**src/rtl/div_seq.sv**
```systemverilog
// div_seq: multi-cycle restoring divider for the RV32M div/divu/rem/remu group.
// Retires BITS_PER_CYCLE quotient bits per CALC cycle; divide-by-zero and overflow finish at once.
module div_seq #(
   parameter int unsigned BITS_PER_CYCLE = 1
) (
   input  logic        i_clk,
   input  logic        i_rstn,
   input  logic        i_enabled,
   input  logic [1:0]  i_op,
   input  logic [31:0] i_rs1,
   input  logic [31:0] i_rs2,
   output logic        o_busy,
   output logic        o_completed,
   output logic [31:0] o_result
);

   localparam int unsigned Iters    = 32 / BITS_PER_CYCLE;
   localparam logic [4:0]  LastIter = 5'(Iters - 1);

   if (BITS_PER_CYCLE != 1 && BITS_PER_CYCLE != 2 && BITS_PER_CYCLE != 4) begin : g_bad_bpc
      $error("div_seq: BITS_PER_CYCLE must be 1, 2 or 4");
   end

   typedef enum logic [1:0] {StIdle, StCalc, StFix, StDone} state_e;

   state_e      r_state, w_state_next;
   logic        w_accept, w_calc, w_fix;
   logic        w_signed, w_div_zero, w_overflow, w_special;
   logic [31:0] w_abs1, w_abs2, w_special_result;
   logic        r_is_rem, r_neg_q, r_neg_r, r_completed;
   logic [31:0] r_dividend, r_divisor, r_quot, r_result;
   logic [32:0] r_rem;
   logic [4:0]  r_cnt;
   logic [31:0] w_dvd_step, w_quot_step, w_quot_fix, w_rem_fix, w_fix_result;
   logic [32:0] w_rem_step, w_diff;

   always_ff @(posedge i_clk) begin : p_state_reg
      if (!i_rstn) begin
         r_state <= StIdle;
      end else begin
         r_state <= w_state_next;
      end
   end

   always_comb begin : p_next_state
      w_state_next = r_state;
      case (r_state)
         StIdle:  if (i_enabled) w_state_next = w_special ? StDone : StCalc;
         StCalc:  if (r_cnt == LastIter) w_state_next = StFix;
         StFix:   w_state_next = StDone;
         StDone:  w_state_next = StIdle;
         default: w_state_next = StIdle;
      endcase
   end

   always_comb begin : p_outputs
      o_busy   = (r_state != StIdle);
      w_accept = (r_state == StIdle) && i_enabled;
      w_calc   = (r_state == StCalc);
      w_fix    = (r_state == StFix);
   end

   // Request decode; op[0]=0 selects the signed variants.
   assign w_signed   = ~i_op[0];
   assign w_div_zero = (i_rs2 == 32'h0);
   assign w_overflow = w_signed && (i_rs1 == 32'h8000_0000) && (i_rs2 == 32'hFFFF_FFFF);
   assign w_special  = w_div_zero || w_overflow;
   assign w_abs1     = (w_signed && i_rs1[31]) ? (32'h0 - i_rs1) : i_rs1;
   assign w_abs2     = (w_signed && i_rs2[31]) ? (32'h0 - i_rs2) : i_rs2;

   always_comb begin : p_special
      if (w_div_zero) begin
         w_special_result = i_op[1] ? i_rs1 : 32'hFFFF_FFFF;
      end else begin
         w_special_result = i_op[1] ? 32'h0 : 32'h8000_0000;
      end
   end

   always_comb begin : p_step
      w_rem_step  = r_rem;
      w_quot_step = r_quot;
      w_dvd_step  = r_dividend;
      w_diff      = '0;
      for (int i = 0; i < int'(BITS_PER_CYCLE); i++) begin
         w_rem_step = {w_rem_step[31:0], w_dvd_step[31]};
         w_dvd_step = {w_dvd_step[30:0], 1'b0};
         w_diff     = w_rem_step - {1'b0, r_divisor};
         if (!w_diff[32]) begin
            w_rem_step  = w_diff;
            w_quot_step = {w_quot_step[30:0], 1'b1};
         end else begin
            w_quot_step = {w_quot_step[30:0], 1'b0};
         end
      end
   end

   assign w_quot_fix   = r_neg_q ? (32'h0 - r_quot) : r_quot;
   assign w_rem_fix    = r_neg_r ? (32'h0 - r_rem[31:0]) : r_rem[31:0];
   assign w_fix_result = r_is_rem ? w_rem_fix : w_quot_fix;

   always_ff @(posedge i_clk) begin : p_datapath
      if (!i_rstn) begin
         r_is_rem    <= 1'b0;
         r_neg_q     <= 1'b0;
         r_neg_r     <= 1'b0;
         r_completed <= 1'b0;
         r_dividend  <= '0;
         r_divisor   <= '0;
         r_quot      <= '0;
         r_rem       <= '0;
         r_cnt       <= '0;
         r_result    <= '0;
      end else begin
         r_completed <= (w_state_next == StDone);
         if (w_accept) begin
            r_is_rem   <= i_op[1];
            r_neg_q    <= w_signed && (i_rs1[31] ^ i_rs2[31]);
            r_neg_r    <= w_signed && i_rs1[31];
            r_dividend <= w_abs1;
            r_divisor  <= w_abs2;
            r_quot     <= '0;
            r_rem      <= '0;
            r_cnt      <= '0;
            if (w_special) r_result <= w_special_result;
         end else if (w_calc) begin
            r_dividend <= w_dvd_step;
            r_quot     <= w_quot_step;
            r_rem      <= w_rem_step;
            r_cnt      <= r_cnt + 5'd1;
         end else if (w_fix) begin
            r_result <= w_fix_result;
         end
      end
   end

   assign o_completed = r_completed;
   assign o_result    = r_result;

endmodule

```
**config.mk**
```make
export PLATFORM = sky130hd
export DESIGN_NAME = div_seq
export DESIGN_NICKNAME = d
export VERILOG_FILES = /design/src/rtl/div_seq.sv
export SDC_FILE = /design/constraint.sdc
export NUM_CORES = 1
export LEC_CHECK = 0
export ABC_AREA = 1
export CAP_MARGIN = 10
export CELL_PAD_IN_SITES_DETAIL_PLACEMENT = 2
export CELL_PAD_IN_SITES_GLOBAL_PLACEMENT = 2
export CORE_MARGIN = 8
export CORE_UTILIZATION = 28
export CTS_CLUSTER_SIZE = 12
export DETAILED_ROUTE_END_ITERATION = 16
export PLACE_DENSITY = 0.78
export SETUP_SLACK_MARGIN = 0.5
export SLEW_MARGIN = 20
export SYNTH_ARGS = -nofsm -noshare
export SYNTH_HDL_FRONTEND = slang
export SYNTH_SLANG_ARGS = --single-unit
```
**constraint.sdc**
```tcl
create_clock -name i_clk -period 2.4 [get_ports i_clk]
set_clock_uncertainty 0.2 [all_clocks]
set_input_delay 0.24 -clock i_clk [delete_from_list [all_inputs] [get_ports i_clk]]
set_output_delay 0.24 -clock i_clk [all_outputs]
set_load 0.02 [all_outputs]
```
**Yosys cells after proc, flatten, opt, wreduce, memory -nomap -nowiden**

Cells that the tools add are included.

- Flip-flop bits (word level): 171
- Input bits: 69

- Multiplexer cells: 20
- Eq/ne operators: 9
- Reductions and logical operators: 14
- Bitwise operators: 3
- Add/subtract/negate cells: 6

Operators with widths:

| operator | count |
|---|---|
| two-way mux 32 bit | 15 |
| subtractor 1 x 32 -> 32 bit, first input constant | 4 |
| == test 32 bit, second input constant | 2 |
| subtractor 33 x 32 -> 33 bit | 1 |
| logical NOT 32 bit | 1 |
| one-hot mux 2 bit (4 select lines) | 1 |
| == test 2 bit, second input constant | 3 |
| logical AND 1 bit | 6 |
| two-way mux 2 bit | 3 |
| nonzero test 2 bit | 3 |
| adder 5 x 1 -> 5 bit, second input constant | 1 |
| == test 5 bit, second input constant | 1 |
| AND reduction 3 bit | 1 |
| == test 2 x 1 -> 1 bit, second input constant | 1 |
| logical NOT 2 bit | 1 |
| != test 2 x 1 -> 1 bit, second input constant | 1 |
| != test 2 bit, second input constant | 1 |
| NOT 1 bit | 2 |
| OR reduction 2 bit | 1 |
| logical OR 1 bit | 1 |
| two-way mux 1 bit | 1 |
| XOR 1 bit | 1 |

**Longest topological paths before layout**

Gate-level depths: netlist of the first run.

- Depth in word-level cells: 8
- Gate-level depth with buffers: 19

**Worst setup path before layout of the first run**

OpenSTA, ideal clock, no wires.

- Kind: register to register
- From: reg r_dividend[31]
- To: reg r_rem[21]
- Arrival time: 2.066 ns
- Path slack: 0.002 ns
- Path buffers: 2
- Cell stages (with the launch flop): 18
- Cells stage by stage: dfxtp_1 inv_1 ha_1 fa_1 inv_1 nand2_1 nand2_1 nand3_1 nand2_2 nand2_2 nand2_2 nand2_2 nand3_2 buf_6 buf_6 nand3_2 nand3_1 a21oi_1

- Cells in the longest elaborated chain, start to end: 2

Ends and longest elaborated chain:

| item | line | text |
|---|---|---|
| start, declared | 31 | `logic [31:0] r_dividend, r_divisor, r_quot, r_result;` |
| start signal, assigned | 119 | `r_dividend <= w_abs1;` |
| start signal, assigned | 126 | `r_dividend <= w_dvd_step;` |
| subtractor 33 x 32 -> 33 bit | 87 | `w_diff = w_rem_step - {1'b0, r_divisor};` |
| two-way mux 32 bit | 88 | `if (!w_diff[32]) begin` |
| end signal, assigned | 128 | `r_rem <= w_rem_step;` |
| end, declared | 32 | `logic [32:0] r_rem;` |

Every way passes these cells.
A chain may end at the register's enable or synchronous reset.

**Final worst setup path of the first run**

- From: reg r_dividend[31]
- To: reg r_rem[10]

The elaborated chain is that of the path after synthesis.

==> results.md, run 1 <==
* Status: finished, violations left
* Failing checks: setup timing
* Async S/R FF share, synth at 0
* Most common cell in the netlist: nand2_1
* Die footprint at roughly 56000 sq um
* H-tree depth at 4
* Synth-to-Final Area Change at 66.81%
* First DRT Iteration DRCs at ~1900
* Critical path endpoint category: flip-flop
* Setup crit start kind: flip-flop
* Deepest clock path buffer count at 2
* Tcrit/Tclk final at 1.220
* Switch share at 0.5029
* Reg-to-reg slack, setup at -0.53 ns
* Lkg Pwr at roughly 11 nW
* Root buffer cell: clkbuf_16
* Clock Pin Slew Worst Setup and Hold Paths at ~0.11 ns
* Vias per cell at about 6.2
* Worst Tran Pin Value at ~0.64 ns
* Yosys top cell area share at 0.2498
* IO Port Bufs at slightly above 100
* Dominant cell type by area after synthesis: dfxtp_1
* Power per cell area at 638.2 nW/um^2
* Critical Path AT at 3.17 ns
* RePlAce Congestion at 0.9193
* Syn_nets at ~2500
* Final #Nets at just under 3000
* First-pass GRT wire length at 142900 um
* Die W at around 240 um
* Antenna violations before repair at 7
* Flop and latch count out of synthesis at around 170
* Setup WS post-layout at -0.5271 ns
* Core area at between 40000 and 50000 sq um
* CTS Hold Bufs at 0
* TritonCTS clock tree: built
* Layout cells sized above 1 at 0.4214
* DRT Wirelength at 124200 um
* Top cells by area, synth: dfxtp_1, nand2_1, inv_1
* Reg2reg path depth at 16
* Sink Count at about 170
* Final hold slack at between 0.03 and 0.04 ns
* WP data required at about 2.6 ns
* Average cell area after synthesis at 5.796 sq um
* Kind of critical path: reg -> reg
* Flip-flop and latch area at around 3500 sq um
* WHS Path Cells at 5
* CTS Buf Count at 17
* Peak VDD IR at approximately 0.79 mV
* Power share of the sequential group at 0.217
* Part of the power in combinational logic at 0.560
* Final Hold Fails at 0
* Tmin final at 2.927 ns
* Total number of vias at roughly 22000
* Fmax achieved at approximately 0.34 GHz
* Initial DRT Pass Iterations at 5
* Pint at between 7 and 8 mW
* Dpl cells at between 3000 and 4000
* DRC errors left at 0
* Total GRT Usage at 0.3309
* RSZ-0062 raised after global routing: yes
* Vias in the first global route at 21891
* Synth top cells by count: nand2_1, inv_1, nand3_1
* Synth cell types at 54
* WL/cell at about 35 um
* Routed Antenna Nets at 0
* I/O pin total at between 100 and 150
* HP Class: in -> reg
* Clock power share at 0.223
* Initial core utilization at 0.2817
* EDFF count, synth at 0
* Multi-input logic area at 11460 sq um
* Pwr Total at 14.59 mW
* Final cell count without fillers at 3503
* Slew Limit Fails at 0
* FILL cells at 5598
* Sequential share of the synthesized area at 0.2498
* Largest net degree at the start of global routing at roughly 60
* Hpwl dp at 58020 um
* Max transition margin at 0.5720
* # rows at between 80 and 90
* WHS Endpoint: o_result[0]
* Worst skew pair latency at around 0.55 ns
* Die height at 237.2 um
* # setup viols final at 38
* Worst r2r dst: r_rem[10]
* Max Cap Viol at 0
* Worst reg2reg path startpoint: r_dividend[31]
* Dominant synthesized flop cell: dfxtp_1
* Total grt overflow at 0
* CP Max Fanout at 4
* Switching pwr at approximately 7.3 mW
* Synth Instances at ~2400
* YS warnings at 0
* Hold path startpoint: i_rs1[0]
* Mapped cell area at roughly 14000 sq um
[sequential cells by signal (all words and copies together), names as in the netlist]
signal       flops
o_completed      1
o_result        32
r_cnt            5
r_dividend      32
r_divisor       32
r_is_rem         1
r_neg_q          1
r_neg_r          1
r_quot          32
r_rem           32
r_state          2
[power by group through the flow]
stage          Clock (mW)  Combinational (mW)  Sequential, mW
6_report             3.25                8.17            3.17
3_5_place_dp            0                5.10            3.13
5_1_grt              3.27                8.32            3.16
4_1_cts              3.01                5.86            3.09
3_3_place_gp            0                4.79            3.12
2_1_floorplan           0                2.81            3.11
[worst max-delay path, stage by stage (launching register included)]
cell	delay (ns)
dfxtp_2	0.37
inv_2	0.06
ha_4	0.16
fa_2	0.36
inv_2	0.09
nand2_2	0.06
nand2_4	0.08
buf_4	0.12
nand3_1	0.11
nand2_2	0.17
nand2_2	0.10
nand2_4	0.11
xor2_2	0.23
inv_1	0.13
nand2_1	0.11
nand3_1	0.09
a21oi_2	0.26
[cell families (layout without fill, tap and decap cells)]
family,count (synthesis),after routing,share of synthesized area
simple gates,1320,1322,0.4154
buf+inv,412,922,0.1204
compound gates,367,367,0.1428
flops,171,171,0.2498
xor+xnor,54,54,0.03452
fa+ha+maj,40,40,0.03707
other cells,0,5,0
[what timing repair did]
action	4_1_cts	5_1_grt
setup buffers	58	80
cloned	5	12
pin swaps	126	153
gates resized for setup	562	526
endpoints found under the setup margin	162	170
[per-stage QoR]
step	setup WS (ns)	utilization	setup TNS, ns	area [sq um]
2_1_floorplan	0.1233	-	0	13770
3_3_place_gp	-0.2932	0.3621	-11.54	17610
3_5_place_dp	-0.4121	0.3621	-26.05	17610
4_1_cts	-0.1137	0.4174	-2.387	20310
5_1_grt	-0.4547	0.4697	-13.35	22850
6_report	-0.5271	0.4698	-13.12	22860
[cells in the final DEF, fill, tap and decap left out, types with 36 or more instances in the layout]
cell and n:
nand2_1 604, buf_4 365, inv_1 230, nand3_1 135
nand2_2 128, dfxtp_1 121, a21oi_1 113, nor2_1 107
nand3_2 81, a21oi_2 69, dlygate4sd2_1 69, inv_2 67
o21ai_0 67, buf_6 57, nor2_2 52, nor2_4 50
nand4_1 39, o21ai_1 38, xor2_1 38, nand2_4 36
dfxtp_2 36
[per-layer routing]
metal  up-vias  global-route usage  share of wire
met1     10908              0.3701           0.36
met3       712             0.06323          0.086
met5         -                   0        0.00022
met4         4              0.1721          0.087
met2      1534              0.5919           0.47
li1       8589                   -              -
[worst max path at each step]
stage,end,cells after the start,slack [ns],startpoint
final,r_rem[10],16,-0.53,r_dividend[31]
after global routing,r_rem[10],16,-0.45,r_dividend[31]
after CTS,r_rem[20],20,-0.11,r_dividend[31]
after detailed placement,o_result[1],13,-0.41,i_rs2[1]
after global placement,o_result[26],13,-0.29,i_rs2[0]
after floorplan,r_rem[16],18,0.12,r_dividend[31]
[final cells by class]
cell class | instances | area share
well taps | 622 | 0.03405
inverters | 325 | 0.05781
flip-flops and latches | 171 | 0.1540
diodes | 5 | 0.0005474
clock inverters | 15 | 0.007555
clock buffers | 17 | 0.01861
repair buffers | 565 | 0.2258
multi-input cells | 1783 | 0.5016
No activity file was read; power rests on OpenSTA's default activity.
==> run 2, diff against run 1 <==
--- a/config.mk
+++ b/config.mk
@@ -15,6 +15,7 @@
 export DETAILED_ROUTE_END_ITERATION = 16
 export PLACE_DENSITY = 0.78
 export SETUP_SLACK_MARGIN = 0.5
+export SKIP_CTS_REPAIR_TIMING = 1
 export SLEW_MARGIN = 20
 export SYNTH_ARGS = -nofsm -noshare
 export SYNTH_HDL_FRONTEND = slang
==> run 2 against run 1 <==
Net effect:
- the flow still finishes with violations (setup timing)
- sequential share of layout area grew 0.93 points
- non-clock buffer count shrank 83
- wire length shrank 18%
- die area is the same
- worst hold slack gained 0.0063 ns
- critical endpoint is now r_rem[6]
==> results.md, run 2 (synthesized netlist as in run 1, its figures left out) <==
* Total number of vias at approximately 20000
* Multi-input logic area at between 10000 and 15000 sq um
* Critical path endpoint category: flip-flop
* CP Cell Sequence: inv_1 > ha_4 > nand2_1 > nand2_1 > inv_1 > nand2_1 > inv_2 > nand2_2 > a21oi_4 > nand2_4 > nand2_8 > nand2_8 > clkbuf_16 > nand2_1 > nand3_1 > a21oi_1
* Worst path top cell family by delay: simple AND/OR/NAND/NOR gates
* Switch share at 0.4824
* Worst Tran Pin Value at approximately 0.84 ns
* Clock power share at 0.233
* Vias per cell at 5.791
* First DRT Iteration DRCs at ~1500
* Max Cap Viol at 0
* Flip-flop and latch area at 3490 sq um
* Initial core utilization at 0.2817
* H-tree depth at 4
* Total GRT Usage at 0.2509
* Kind of critical path: reg -> reg
* Largest net degree at the start of global routing at a little under 60
* HP Class: in -> reg
* Pint at approximately 6.9 mW
* RePlAce Congestion at a little over 0.9
* RSZ-0062 raised after global routing: yes
* Deepest clock path buffer count at 2
* Power share of the sequential group at 0.234
* CP bufs+invs at 4
* # setup viols final at 38
* Failing checks: setup timing
* FILL cells at between 5000 and 6000
* Layout cells sized above 1 at 0.3311
* Part of the power in combinational logic at 0.533
* I/O pin total at ~100
* Crit path max-delay cell type: a21oi_1
* Power per cell area at about 620 nW/um^2
* Max transition margin at 0.4370
* Routed Antenna Nets at 0
* Final Hold Fails at 0
* Tcrit/Tclk final at 1.314
* Root buffer cell: clkbuf_16
* Final cell count without fillers at roughly 3400
* # rows at slightly above 80
* CTS Buf Count at 17
* Clock Pin Slew Worst Setup and Hold Paths at approximately 0.08 ns
* Peak VDD IR at 0.6119 mV
* Initial DRT Pass Iterations at 5
* WP data required at roughly 2.6 ns
* TritonCTS clock tree: built
* Antenna violations before repair at 3
* Setup crit start kind: flip-flop
* Dpl cells at between 3000 and 4000
* Setup WS post-layout at -0.7545 ns
* Critical Path AT at ~3.3 ns
* Final instance area at around 21000 sq um
* Most used cell, CP: nand2_1
* Fmax achieved at 0.3170 GHz
* Vias in the first global route at approximately 19000
* CP max stage delay at approximately 0.42 ns
* Most common cell after layout, fill and taps aside: nand2_1
* Sink Count at 171
* First-pass GRT wire length at around 110000 um
* Die footprint at about 56000 sq um
* CP Max Fanout at 12
* DRT Wirelength at approximately 100000 um
* Tmin final at ~3.2 ns
* Slew Limit Fails at 0
* Die height at 237.2 um
* Die W at 237.2 um
* Status: finished, violations left
* DRC errors left at 0
* Hpwl dp at slightly below 60000 um
* Final #Nets at roughly 2900
* Core area at between 40000 and 50000 sq um
* Switching pwr at approximately 6.4 mW
* IO Port Bufs at ~100
* Lkg Pwr at 10.84 nW
* Commonest non-fill, non-tap cells in the layout: nand2_1, buf_4, inv_1
* Placed cell area at roughly 18000 sq um
* Synth-to-Final Area Change at 55.89%
* Total grt overflow at 0
* WL/cell at around 30 um
* Worst skew pair latency at about 0.53 ns
-- run 2: changes by cell type in the layout (fill, tap and decap cells not counted), sizes merged --
cell           previous run  this run
clkbuf                   42        25
clkdlybuf4s50             3        15
nor2                    210       211
clkdlybuf4s15            10         0
clkinvlp                  6         7
buf                     453       372
diode                     5         1
clkdlybuf4s18             1         0
clkinv                    9         8
bufbuf                    1         0
dlygate4sd2              69         0
dlymetal6s2s              3        87
-- run 2: layout make-up --
type | instances | share of cell area
multi-input combinational | 1784 | 0.4956
timing repair buffer | 482 | 0.2167
sequential | 171 | 0.1634
inverter | 325 | 0.05981
tap | 622 | 0.03643
clock buffer | 17 | 0.01992
clock inverter | 15 | 0.008083
antenna | 1 | 0.0001172
-- run 2: through the flow --
stage                     setup slack [ns]  power (mW)  setup TNS [ns]  hold WS (ns)    util
final                              -0.7545       13.28          -14.77       0.04561  0.4391
after global placement             -0.2932       7.912          -11.54        0.2457  0.3621
after floorplan                     0.1233       5.924               0        0.1738       -
after CTS                          -0.3237       11.25          -8.204        0.2706  0.3744
after detailed placement           -0.4121       8.234          -26.05        0.2557  0.3621
after global routing               -0.7732       13.64          -16.73       0.06803  0.4391
-- run 2: final timing paths --
path / startpoint / to / slack, ns / cells after the start
worst max register to register: r_divisor[23] / r_rem[6] / -0.75 / 16
worst min-delay path: i_rs2[16] / r_divisor[16] / 0.05 / 4
worst max-delay path: r_divisor[23] / r_rem[6] / -0.75 / 16
worst min register to register: r_dividend[24] / r_dividend[24] / 0.27 / 2
-- run 2: power by group through the flow --
stage | Clock (mW) | Combinational [mW] | Sequential [mW]
5_1_grt | 3.18 | 7.35 | 3.11
3_3_place_gp | 0 | 4.79 | 3.12
3_5_place_dp | 0 | 5.10 | 3.13
4_1_cts | 3.01 | 5.17 | 3.07
2_1_floorplan | 0 | 2.81 | 3.11
6_report | 3.09 | 7.08 | 3.11
-- run 2: layer usage --
layer,global-route usage,vias to the layer above,part of all wire,routed length [um]
met2,0.4585,869,0.48,49490
met1,0.2951,10101,0.38,39350
met3,0.03521,398,0.065,6608
met5,0,-,0.00019,19
li1,-,8419,-,-
met4,0.09137,2,0.066,6777
-- run 2: worst reg2reg max path, delay by kind of cell (launching register included) --
family,cells,cell delay (ns)
flops,1,0.33
compound gates,2,0.67
simple gates,9,0.92
buf+inv,4,0.60
fa+ha+maj,1,0.28
==> run 3, diff against run 2 <==
--- a/config.mk
+++ b/config.mk
@@ -15,7 +15,6 @@
 export DETAILED_ROUTE_END_ITERATION = 16
 export PLACE_DENSITY = 0.78
 export SETUP_SLACK_MARGIN = 0.5
-export SKIP_CTS_REPAIR_TIMING = 1
 export SLEW_MARGIN = 20
 export SYNTH_ARGS = -nofsm -noshare
 export SYNTH_HDL_FRONTEND = slang
==> results of run 3 <==
Same layout as run 1: the final DEF is identical, and so are final timing and power.
